[config.mk]
export PLATFORM = sky130hd
export DESIGN_NAME = cmd_seq_wrr_arb_flat
export DESIGN_NICKNAME = d
export VERILOG_FILES = /design/src/rtl/cmd_seq_wrr_arb_if.sv /design/src/rtl/cmd_seq_wrr_arb.sv /design/src/flat_wrapper.sv
export SDC_FILE = /design/constraint.sdc
export NUM_CORES = 1
export LEC_CHECK = 0
export ABC_AREA = 1
export BUFFER_PORTS_ARGS = -buffer_cell sky130_fd_sc_hd__buf_4
export CAP_MARGIN = 30
export CORE_MARGIN = 5
export CORE_UTILIZATION = 50
export DETAILED_ROUTE_END_ITERATION = 16
export GPL_ROUTABILITY_DRIVEN = 0
export MAX_ROUTING_LAYER = met4
export PLACE_DENSITY = 0.87
export REMOVE_ABC_BUFFERS = 1
export SYNTH_ARGS = -nofsm -noshare
export SYNTH_HDL_FRONTEND = slang
export SYNTH_SLANG_ARGS = --single-unit
[constraint.sdc]
create_clock -name mclk -period 4.6 [get_ports mclk]
set_input_delay 0 -clock mclk [delete_from_list [all_inputs] [get_ports mclk]]
set_output_delay 0 -clock mclk [all_outputs]
set_load 0.02 [all_outputs]
[src/rtl/cmd_seq_wrr_arb_if.sv]
// cmd_seq_wrr_arb_if: command handshake bundle between four sequencers,
// the arbiter (slave) and the downstream write port.
// Ports: waddrN/wr_enN/wdataN in, acknN back; *_out forward, ackn_out back.
interface cmd_seq_wrr_arb_if #(
  parameter int AXI_WR_ADDR_BITS = 14
);
  logic [AXI_WR_ADDR_BITS-1:0] waddr0;
  logic [AXI_WR_ADDR_BITS-1:0] waddr1;
  logic [AXI_WR_ADDR_BITS-1:0] waddr2;
  logic [AXI_WR_ADDR_BITS-1:0] waddr3;
  logic                        wr_en0;
  logic                        wr_en1;
  logic                        wr_en2;
  logic                        wr_en3;
  logic [31:0]                 wdata0;
  logic [31:0]                 wdata1;
  logic [31:0]                 wdata2;
  logic [31:0]                 wdata3;
  logic                        ackn0;
  logic                        ackn1;
  logic                        ackn2;
  logic                        ackn3;
  logic [AXI_WR_ADDR_BITS-1:0] waddr_out;
  logic                        wr_en_out;
  logic [31:0]                 wdata_out;
  logic                        ackn_out;

  modport slave (
    input  waddr0, waddr1, waddr2, waddr3,
    input  wr_en0, wr_en1, wr_en2, wr_en3,
    input  wdata0, wdata1, wdata2, wdata3,
    output ackn0, ackn1, ackn2, ackn3,
    output waddr_out, wr_en_out, wdata_out,
    input  ackn_out
  );

  modport master (
    output waddr0, waddr1, waddr2, waddr3,
    output wr_en0, wr_en1, wr_en2, wr_en3,
    output wdata0, wdata1, wdata2, wdata3,
    input  ackn0, ackn1, ackn2, ackn3,
    input  waddr_out, wr_en_out, wdata_out,
    output ackn_out
  );
endinterface

[src/rtl/cmd_seq_wrr_arb.sv]
// cmd_seq_wrr_arb: weighted round-robin arbiter, 4 sequencers -> 1 write port.
// Ports: mclk, rst (sync, high), cfg_we/cfg_chn/cfg_weight, chn_en, cur_chn, bus.
module cmd_seq_wrr_arb #(
  parameter int AXI_WR_ADDR_BITS = 14,
  parameter int WEIGHT_BITS      = 4,
  parameter int DEFAULT_WEIGHT   = 1
) (
  input  logic                   mclk,
  input  logic                   rst,
  input  logic                   cfg_we,
  input  logic [1:0]             cfg_chn,
  input  logic [WEIGHT_BITS-1:0] cfg_weight,
  input  logic [3:0]             chn_en,
  output logic [1:0]             cur_chn,
  cmd_seq_wrr_arb_if.slave       bus
);

  typedef enum logic {IDLE, OWN} state_t;

  state_t r_state;
  state_t w_state_nxt;

  logic [WEIGHT_BITS-1:0] r_cnt;
  logic [WEIGHT_BITS-1:0] w_cnt_nxt;
  logic [WEIGHT_BITS-1:0] r_weight [4];

  logic [1:0]  r_ptr;
  logic [1:0]  r_cur;
  logic [3:0]  r_ackn;
  logic        r_wen;
  logic [AXI_WR_ADDR_BITS-1:0] r_addr;
  logic [31:0] r_data;

  logic [AXI_WR_ADDR_BITS-1:0] w_waddr [4];
  logic [31:0] w_wdata [4];
  logic [3:0]  w_wr_en;
  logic [3:0]  w_rq;
  logic        w_slot;
  logic [2:0]  w_rr;
  logic        w_gnt;
  logic [1:0]  w_gnt_chn;

  // First requester strictly after base; base itself is checked last.
  function automatic logic [2:0] rr_pick(
    input logic [1:0] base,
    input logic [3:0] req
  );
    logic [1:0] c;
    rr_pick = '0;
    for (int i = 4; i >= 1; i--) begin
      c = base + 2'(i);
      if (req[c]) rr_pick = {1'b1, c};
    end
  endfunction

  // Zero weight behaves like one.
  function automatic logic [WEIGHT_BITS-1:0] quota(
    input logic [WEIGHT_BITS-1:0] w
  );
    quota = (w == '0) ? '0 : w - WEIGHT_BITS'(1);
  endfunction

  assign w_waddr[0] = bus.waddr0;
  assign w_waddr[1] = bus.waddr1;
  assign w_waddr[2] = bus.waddr2;
  assign w_waddr[3] = bus.waddr3;
  assign w_wdata[0] = bus.wdata0;
  assign w_wdata[1] = bus.wdata1;
  assign w_wdata[2] = bus.wdata2;
  assign w_wdata[3] = bus.wdata3;
  assign w_wr_en = {bus.wr_en3, bus.wr_en2,
                    bus.wr_en1, bus.wr_en0};

  assign w_rq   = w_wr_en & ~r_ackn & chn_en;
  assign w_slot = !r_wen || bus.ackn_out;
  // In OWN the pointer always equals the owner.
  assign w_rr   = rr_pick(r_ptr, w_rq);

  always_ff @(posedge mclk) begin
    if (rst) begin
      r_state <= IDLE;
      r_cnt   <= '0;
    end else begin
      r_state <= w_state_nxt;
      r_cnt   <= w_cnt_nxt;
    end
  end

  always_comb begin
    w_state_nxt = r_state;
    w_cnt_nxt   = r_cnt;
    w_gnt       = 1'b0;
    w_gnt_chn   = r_cur;
    if (w_slot) begin
      unique case (r_state)
        IDLE: begin
          if (w_rr[2]) begin
            w_gnt       = 1'b1;
            w_gnt_chn   = w_rr[1:0];
            w_cnt_nxt   = quota(r_weight[w_rr[1:0]]);
            w_state_nxt = OWN;
          end
        end
        OWN: begin
          if (r_ackn[r_cur] && r_cnt != '0) begin
            // owner keeps the port through its ack cycle
            w_gnt = 1'b0;
          end else if (w_rq[r_cur] && r_cnt != '0) begin
            w_gnt     = 1'b1;
            w_gnt_chn = r_cur;
            w_cnt_nxt = r_cnt - WEIGHT_BITS'(1);
          end else if (w_rr[2]) begin
            w_gnt     = 1'b1;
            w_gnt_chn = w_rr[1:0];
            w_cnt_nxt = quota(r_weight[w_rr[1:0]]);
          end else begin
            w_state_nxt = IDLE;
          end
        end
      endcase
    end
  end

  always_ff @(posedge mclk) begin
    if (rst) begin
      r_ptr  <= 2'd3;
      r_cur  <= 2'd0;
      r_ackn <= '0;
      r_wen  <= 1'b0;
      r_addr <= '0;
      r_data <= '0;
      for (int i = 0; i < 4; i++)
        r_weight[i] <= WEIGHT_BITS'(DEFAULT_WEIGHT);
    end else begin
      if (cfg_we) r_weight[cfg_chn] <= cfg_weight;
      if (w_gnt) begin
        r_ptr  <= w_gnt_chn;
        r_cur  <= w_gnt_chn;
        r_ackn <= 4'b0001 << w_gnt_chn;
        r_wen  <= 1'b1;
        r_addr <= w_waddr[w_gnt_chn];
        r_data <= w_wdata[w_gnt_chn];
      end else begin
        r_ackn <= '0;
        if (bus.ackn_out) r_wen <= 1'b0;
      end
    end
  end

  assign bus.ackn0     = r_ackn[0];
  assign bus.ackn1     = r_ackn[1];
  assign bus.ackn2     = r_ackn[2];
  assign bus.ackn3     = r_ackn[3];
  assign bus.waddr_out = r_addr;
  assign bus.wr_en_out = r_wen;
  assign bus.wdata_out = r_data;
  assign cur_chn       = r_cur;

endmodule
[src/flat_wrapper.sv]
// flat-port wrapper written by rule: the top's interface ports become plain ports
module cmd_seq_wrr_arb_flat 
#(
  parameter int AXI_WR_ADDR_BITS = 14,
  parameter int WEIGHT_BITS      = 4,
  parameter int DEFAULT_WEIGHT   = 1
)
  (mclk, rst, cfg_we, cfg_chn, cfg_weight, chn_en, cur_chn, bus_waddr0, bus_waddr1, bus_waddr2, bus_waddr3, bus_wr_en0, bus_wr_en1, bus_wr_en2, bus_wr_en3, bus_wdata0, bus_wdata1, bus_wdata2, bus_wdata3, bus_ackn0, bus_ackn1, bus_ackn2, bus_ackn3, bus_waddr_out, bus_wr_en_out, bus_wdata_out, bus_ackn_out);
  cmd_seq_wrr_arb_if #(.AXI_WR_ADDR_BITS(AXI_WR_ADDR_BITS)) bus_i ();
  input  logic mclk;
  input  logic rst;
  input  logic cfg_we;
  input  logic [1:0] cfg_chn;
  input  logic [WEIGHT_BITS-1:0] cfg_weight;
  input  logic [3:0] chn_en;
  output logic [1:0] cur_chn;
  input wire logic [$bits(bus_i.waddr0)-1:0] bus_waddr0;
  input wire logic [$bits(bus_i.waddr1)-1:0] bus_waddr1;
  input wire logic [$bits(bus_i.waddr2)-1:0] bus_waddr2;
  input wire logic [$bits(bus_i.waddr3)-1:0] bus_waddr3;
  input wire logic [$bits(bus_i.wr_en0)-1:0] bus_wr_en0;
  input wire logic [$bits(bus_i.wr_en1)-1:0] bus_wr_en1;
  input wire logic [$bits(bus_i.wr_en2)-1:0] bus_wr_en2;
  input wire logic [$bits(bus_i.wr_en3)-1:0] bus_wr_en3;
  input wire logic [$bits(bus_i.wdata0)-1:0] bus_wdata0;
  input wire logic [$bits(bus_i.wdata1)-1:0] bus_wdata1;
  input wire logic [$bits(bus_i.wdata2)-1:0] bus_wdata2;
  input wire logic [$bits(bus_i.wdata3)-1:0] bus_wdata3;
  output wire logic [$bits(bus_i.ackn0)-1:0] bus_ackn0;
  output wire logic [$bits(bus_i.ackn1)-1:0] bus_ackn1;
  output wire logic [$bits(bus_i.ackn2)-1:0] bus_ackn2;
  output wire logic [$bits(bus_i.ackn3)-1:0] bus_ackn3;
  output wire logic [$bits(bus_i.waddr_out)-1:0] bus_waddr_out;
  output wire logic [$bits(bus_i.wr_en_out)-1:0] bus_wr_en_out;
  output wire logic [$bits(bus_i.wdata_out)-1:0] bus_wdata_out;
  input wire logic [$bits(bus_i.ackn_out)-1:0] bus_ackn_out;
  assign bus_i.waddr0 = bus_waddr0;
  assign bus_i.waddr1 = bus_waddr1;
  assign bus_i.waddr2 = bus_waddr2;
  assign bus_i.waddr3 = bus_waddr3;
  assign bus_i.wr_en0 = bus_wr_en0;
  assign bus_i.wr_en1 = bus_wr_en1;
  assign bus_i.wr_en2 = bus_wr_en2;
  assign bus_i.wr_en3 = bus_wr_en3;
  assign bus_i.wdata0 = bus_wdata0;
  assign bus_i.wdata1 = bus_wdata1;
  assign bus_i.wdata2 = bus_wdata2;
  assign bus_i.wdata3 = bus_wdata3;
  assign bus_ackn0 = bus_i.ackn0;
  assign bus_ackn1 = bus_i.ackn1;
  assign bus_ackn2 = bus_i.ackn2;
  assign bus_ackn3 = bus_i.ackn3;
  assign bus_waddr_out = bus_i.waddr_out;
  assign bus_wr_en_out = bus_i.wr_en_out;
  assign bus_wdata_out = bus_i.wdata_out;
  assign bus_i.ackn_out = bus_ackn_out;
  cmd_seq_wrr_arb #(.AXI_WR_ADDR_BITS(AXI_WR_ADDR_BITS), .WEIGHT_BITS(WEIGHT_BITS), .DEFAULT_WEIGHT(DEFAULT_WEIGHT)) u_core (.mclk(mclk), .rst(rst), .cfg_we(cfg_we), .cfg_chn(cfg_chn), .cfg_weight(cfg_weight), .chn_en(chn_en), .cur_chn(cur_chn), .bus(bus_i));
endmodule
==> summary.md, run 1 <==
| Metric | Value |
|---|---|
| Crit share post-route | 71.2% |
| Post-Syn Area per Cell | between 6 and 7 um2 |
| Sequential power share | 17.5% |
| CTS tree | yes |
| DP Area | 6720 um2 |
| Clk_skew | 8.17 ps |
| WL final | between 15,000 and 20,000 um |
| Drc violations | 0 |
| FF+latch count, synth | 76 |
| HPWL Detailed | 13,500 um |
| Die area | 11,700 um2 |
| Synthesized instance count | 757 |
| Vias in the first global route | 5,600 |
| Hold Vio Cnt, Final | 0 |
| CP Class | flop to flop |
| Number of max-cap violations | 0 |
| Final antenna-violating net count | 0 |
| Worst Min Path Start | bus_wdata0[27] |
| Leak Pwr | 3.70 nW |
| Vias/cell | ~5.2 |
| P per Cell Area | 815 nW/um2 |
| Largest net degree at the start of global routing | 51 |
| Initial antenna violation count | 0 |
| Starting DRC count in detailed routing | roughly 310 |
| Comb pwr share | 73.6% |
| Nets | 1,215 |
| CP required | 4840 ps |
| Total Routing Usage GR | 30.5% |
| CTS Buf Count | 9 |
| # clock sinks | 76 |
| Worst-path clk slew | 70 ps |
| Worst EP arrival | 3520 ps |
| Share of post-route cells with drive strength above 1 | approximately 29% |
| Design area | slightly above 7000 um2 |
| First-pass GRT wire length | 27,200 um |
| Port Buffer Count | 254 |
| # IOs | 255 |
| Worst-Skew Late Latency | 350 ps |
| H-tree depth | 3 |
| Max-slew violations | 0 |
| Worst reg2reg startpoint | u_core.r_ptr[0]$_SDFFE_PP1P_ |
| Worst VDD drop | 0.000499 V |
| Slew at the pin closest to its max-slew limit | 921 ps |
| Reg-to-reg slack, setup | about 1300 ps |
| Ant. Diodes | 0 |
| Fmax | 305 MHz |
| Starting Density | 51.8% |
| Net Sw Frac | 54.7% |
| Total number of vias | slightly below 6,000 |
| Final Core Density | 76.8% |
| Net Sw Power | 3.20 mW |
| Core area | 9330 um2 |
| HP Class | input pin to flop |
| Clock buffer depth | 2 |
| Crit path capture type | flop |
| Chip Width | ~110 um |
| Number of iterations in the first detailed-routing pass | 5 |
| RSZ-0062 raised after global routing | false |
| Die span in y | 108 um |
| Grt total ovfl | 0 |
| Synthesis-to-layout area growth | 48.3% |
| Netlist cell types | 37 |
| Crit path time final | between 3000 and 4000 ps |
| Root Driver | clkbuf_8 |
| Num rows | 35 |
| Power share of the clock group | a little under 9% |
| Fillers | 750 |
| Seq/Total Area, Yosys | between 30% and 40% |
| Outcome | finished, final reports clean |
| Pint | 2.65 mW |
| CP Max Fanout | between 40 and 50 |
| Yosys warning count | 0 |
| Mapped Area | 4830 um2 |
| Critical Path Start | u_core.r_ptr[0]$_SDFFE_PP1P_ |
| Relative slew slack | between 30% and 40% |
| Crit start category | flop |
| Setup-failing EPs final | 0 |
| Setup TNS | 0 ps |
| WL/cell | 15.5 um |
## cells in the final DEF (no fill, tap or decap), types with 2 or more instances in the layout
cell             n
nor2_1          74
clkinv_2         2
dfxtp_1         60
nand3_2          2
nand2_2          2
o21ai_1         52
nor2_4           2
nand3_1         39
edfxtp_1        16
a21oi_1         12
nor3_1           9
o211ai_1        43
nand2_4          3
inv_2           10
a22oi_1          2
buf_4          259
inv_1           85
o21ai_0         45
clkbuf_8        11
dlygate4sd3_1   24
nand2_1        246
## kinds of logic (layout without fill, tap and decap cells)
family,after synthesis,in the layout,share of synthesized area [%]
flip-flops,76,76,34.8
XOR/XNOR,2,2,0.518
AO/OA/AOI/OAI,161,161,19.7
buffers and inverters,135,395,12.4
AND/OR/NAND/NOR,382,382,32.3
adder cells (fa/ha/maj),1,1,0.259
## layout make-up
class / instances / area [um2] / area share, %
multi-input combinational: 546 / 2570 / 35.9
timing repair buffer: 283 / 2180 / 30.5
sequential: 76 / 1680 / 23.5
inverter: 96 / 363 / 5.06
tap: 129 / 161 / 2.25
clock buffer: 12 / 155 / 2.16
clock inverter: 4 / 48.8 / 0.681
## critical path, stage by stage, from the launching register on
cell and delay (ps):
dfxtp_1 450, xnor2_2 170, inv_1 90, nand3_1 130, nand3_1 140, nand3_1 100, nand2_1 50, nand2_1 190
inv_2 110, o21ai_4 730, inv_2 530, o21ai_0 220, o21ai_1 120, nand2_1 80, nand2_1 50
## power by group through the flow
stage	Sequential, mW	Clock, mW	Combinational [mW]
2_1_floorplan	1.19	0	2.79
3_3_place_gp	1.03	0	4.17
3_5_place_dp	1.03	0	4.24
4_1_cts	1.02	0.529	4.27
5_1_grt	1.04	0.563	4.82
6_report	1.02	0.519	4.30
## timing repair
item                      4_1_cts  5_1_grt
hold endpoints to repair       30        0
setup buffers                   0        0
resized for setup               0        0
hold buffers                   24        0
## registers in the layout, indices dropped and copies added (netlist names)
register / cells
u_core.bus.wdata_out: 32
u_core.r_weight: 16
u_core.bus.waddr_out: 14
u_core.r_ackn: 4
u_core.r_cnt: 4
u_core.cur_chn: 2
u_core.r_ptr: 2
u_core.bus.wr_en_out: 1
u_core.r_state: 1
## Yosys cell counts (all sizes together)
| master | count | share of area [%] |
|---|---|---|
| clkbuf | 10 | 0.80 |
| o21bai | 1 | 0.16 |
| a21oi | 13 | 1.4 |
| o31ai | 1 | 0.16 |
| nand2 | 251 | 20 |
| inv | 96 | 7.5 |
| buf | 29 | 4.1 |
| nor2 | 78 | 6.6 |
| nor3b | 1 | 0.16 |
| ha | 1 | 0.26 |
| a31oi | 1 | 0.13 |
| a211oi | 2 | 0.57 |
| dfxtp | 60 | 25 |
| xnor2 | 2 | 0.52 |
| o21ai | 98 | 10 |
| o211ai | 43 | 6.7 |
| nor3 | 9 | 0.93 |
| a22oi | 2 | 0.31 |
| nand3b | 1 | 0.16 |
| nand3 | 41 | 4.5 |
| nand4 | 1 | 0.13 |
| edfxtp | 16 | 9.9 |
## final timing paths
kind / endpoint / depth (start not counted)
worst max-delay path: u_core.bus.wdata_out[26]$_SDFFE_PP0P_ / 14
worst max register to register: u_core.bus.wdata_out[26]$_SDFFE_PP0P_ / 14
worst min-delay path: u_core.bus.wdata_out[27]$_SDFFE_PP0P_ / 5
worst min register to register: u_core.bus.wdata_out[27]$_SDFFE_PP0P_ / 2
## per-stage QoR
stage / worst slack (ps) / power [mW] / cells / hold WS, ps
floorplan: 804 / 3.98 / 718 / 69.1
global placement: 1440 / 5.20 / 1106 / 291
detailed placement: 1370 / 5.27 / 1106 / 296
CTS: 1360 / 5.81 / 1146 / 1.25
global route: 1010 / 6.43 / 1146 / 0.587
finish: 1330 / 5.84 / 1146 / 12.0
## routing by layer
layer	vias to the layer above	routed length [um]	global-route usage (%)	part of all wire, %
li1	2952	-	-	-
met3	37	1620	8.90	9.1
met2	264	8920	53.6	50
met4	0	496	9.83	2.8
met5	-	0	-	0
met1	2669	6720	33.1	38
Note: power is estimated with default switching activity, not from simulation.
==> inputs of run 2 (changes only) <==
--- a/config.mk
+++ b/config.mk
@@ -9,11 +9,11 @@
 export BUFFER_PORTS_ARGS = -buffer_cell sky130_fd_sc_hd__buf_4
 export CAP_MARGIN = 30
 export CORE_MARGIN = 5
-export CORE_UTILIZATION = 50
+export CORE_UTILIZATION = 42
 export DETAILED_ROUTE_END_ITERATION = 16
 export GPL_ROUTABILITY_DRIVEN = 0
 export MAX_ROUTING_LAYER = met4
-export PLACE_DENSITY = 0.87
+export PLACE_DENSITY = 0.77
 export REMOVE_ABC_BUFFERS = 1
 export SYNTH_ARGS = -nofsm -noshare
 export SYNTH_HDL_FRONTEND = slang
==> constraint.sdc (replaced) <==
create_clock -name mclk -period 2.9 [get_ports mclk]
set_input_delay 0 -clock mclk [delete_from_list [all_inputs] [get_ports mclk]]
set_output_delay 0 -clock mclk [all_outputs]
set_load 0.02 [all_outputs]
==> summary.md, run 2 (synthesized netlist as in run 1, its figures left out) <==
| Metric | Value |
|---|---|
| Outcome | finished, final reports clean |
| Largest net degree at the start of global routing | 75 |
| Crit path time final | between 2000 and 3000 ps |
| Placement Setup Slack | 285 ps |
| # IOs | approximately 260 |
| Worst-path clk slew | ~60 ps |
| Starting DRC count in detailed routing | 410 |
| Leak Pwr | between 3 and 4 nW |
| Worst VDD drop | approximately 0.00096 V |
| Synthesis-to-layout area growth | 49.7% |
| Ant. Diodes | 0 |
| Crit start category | flop |
| Post-CTS Setup Inserts | 0 |
| Vias in the first global route | 5,312 |
| Total number of vias | ~5,700 |
| Crit share post-route | 88.3% |
| CP delay by family, top | simple AND/OR/NAND/NOR gates |
| Fillers | 1,082 |
| WL final | 16,600 um |
| P per Cell Area | 1360 nW/um2 |
| Setup-failing EPs final | 0 |
| HPWL Detailed | 13,000 um |
| Reg-to-reg slack, setup | 340 ps |
| Worst EP arrival | roughly 2800 ps |
| H-tree depth | 3 |
| Max FFs per register | 32 |
| Clk_skew | 7.42 ps |
| Root Driver | clkbuf_16 |
| CP most frequent cell | nand2_1 |
| CTS Buf Count | 9 |
| Total Routing Usage GR | about a quarter |
| Drc violations | 0 |
| Nets | ~1,200 |
| Die area | 13,700 um2 |
| Grt total ovfl | 0 |
| CP required | 3120 ps |
| Slew at the pin closest to its max-slew limit | ~640 ps |
| Number of max-cap violations | 0 |
| Cells along the critical path | xnor2_2, inv_1, nand3_1, nand2_1, a211oi_4, nand2_4, inv_4, nor2_8, nand2_2, nand2_1, nand2_4, buf_12, nand2_1, o211ai_1, o21ai_1, nand2_1, nand2_1 |
| Share of post-route cells with drive strength above 1 | 30.3% |
| Vias/cell | a little under 5 |
| Die span in y | 117 um |
| WL/cell | 14.5 um |
| HP Class | input pin to flop |
| Worst-Skew Late Latency | 330 ps |
| Worst path bufs/invs | 3 |
| First-pass GRT wire length | 25,800 um |
| Number of iterations in the first detailed-routing pass | 5 |
| Num rows | 39 |
| Relative slew slack | 57.3% |
| Chip Width | 117 um |
| Hold Vio Cnt, Final | 0 |
| CTS tree | yes |
| # clock sinks | 76 |
| Most frequent cells in the layout | buf_4 (258), nand2_1 (246), inv_1 (85), nor2_1 (74), dfxtp_1 (60) |
| RSZ-0062 raised after global routing | false |
| Final Core Density | 63.6% |
| CP Class | flop to flop |
| Starting Density | 42.5% |
| Worst path slowest cell | dfxtp_1 |
| PnR worst setup slack | between 300 and 400 ps |
| Crit path capture type | flop |
| Port Buffer Count | 254 |
| Power Total | around 9.8 mW |
| Slowest stage delay, CP | about 480 ps |
| Fmax | 390 MHz |
| Clock buffer depth | 2 |
| Core area | 11,400 um2 |
| Most common cell after layout, fill and taps aside | buf_4 |
| CP Max Fanout | 74 |
| Initial antenna violation count | 0 |
| Max-slew violations | 0 |
| Final antenna-violating net count | 0 |
## run 2: cell count changes in the layout (fill, tap and decap cells not counted), sizes merged
cell / previous run / this run
clkbuf: 12 / 15
clkinv: 3 / 0
dlygate4sd3: 24 / 7
bufinv: 1 / 0
buf: 259 / 264
clkinvlp: 0 / 1
## run 2: layer usage
layer / vias up / global-route usage (%) / wire length (um)
li1: 2935 / - / -
met1: 2470 / 30.1 / 6820
met5: - / - / 0
met4: 0 / 6.73 / 327
met2: 230 / 41.1 / 8040
met3: 22 / 5.14 / 1450
## run 2: per-stage QoR
stage	instances	area (um2)	hold WS [ps]	TNS, ps
6_report	1148	7240	4.38	0
5_1_grt	1148	7240	18.9	0
4_1_cts	1148	7230	0.340	0
3_5_place_dp	1125	6830	306	0
3_3_place_gp	1124	6810	304	0
2_1_floorplan	718	4590	69.1	-42010
## run 2: cell type report
class | count | area (um2) | area share, %
clock buffer | 15 | 320 | 4.43
clock inverter | 1 | 7.51 | 0.104
inverter | 96 | 365 | 5.05
multi-input combinational | 546 | 2570 | 35.6
sequential | 76 | 1680 | 23.2
tap | 143 | 179 | 2.47
timing repair buffer | 271 | 2110 | 29.2
## run 2: report_power, final
group / leakage (nW) / total (mW) / switching (mW) / internal [mW]
Combinational: 2.92 / 7.04 / 4.50 / 2.54
Sequential: 0.653 / 1.62 / 0.196 / 1.43
Clock: 0.158 / 1.17 / 0.420 / 0.755
## run 2: what timing repair did
| item | CTS | global route |
|---|---|---|
| endpoints found under the hold margin | 9 | 0 |
| hold buffers | 7 | 0 |
| resized for setup | 0 | 4 |
| setup endpoints to repair | 0 | 33 |
## run 2: tightest hold or removal path, stage by stage
cell and delay, ps:
buf_4 80, nor2_1 50, nor2_1 100, nor2_1 40
## run 2: final timing paths
path | end | cells after the start | startpoint
worst max-delay path | u_core.bus.wdata_out[1]$_SDFFE_PP0P_ | 17 | u_core.r_ptr[0]$_SDFFE_PP1P_
worst max register to register | u_core.bus.wdata_out[1]$_SDFFE_PP0P_ | 17 | u_core.r_ptr[0]$_SDFFE_PP1P_
worst min-delay path | u_core.bus.wr_en_out$_SDFFE_PP0P_ | 4 | bus_ackn_out
worst min register to register | u_core.bus.wdata_out[30]$_SDFFE_PP0P_ | 2 | u_core.bus.wdata_out[30]$_SDFFE_PP0P_
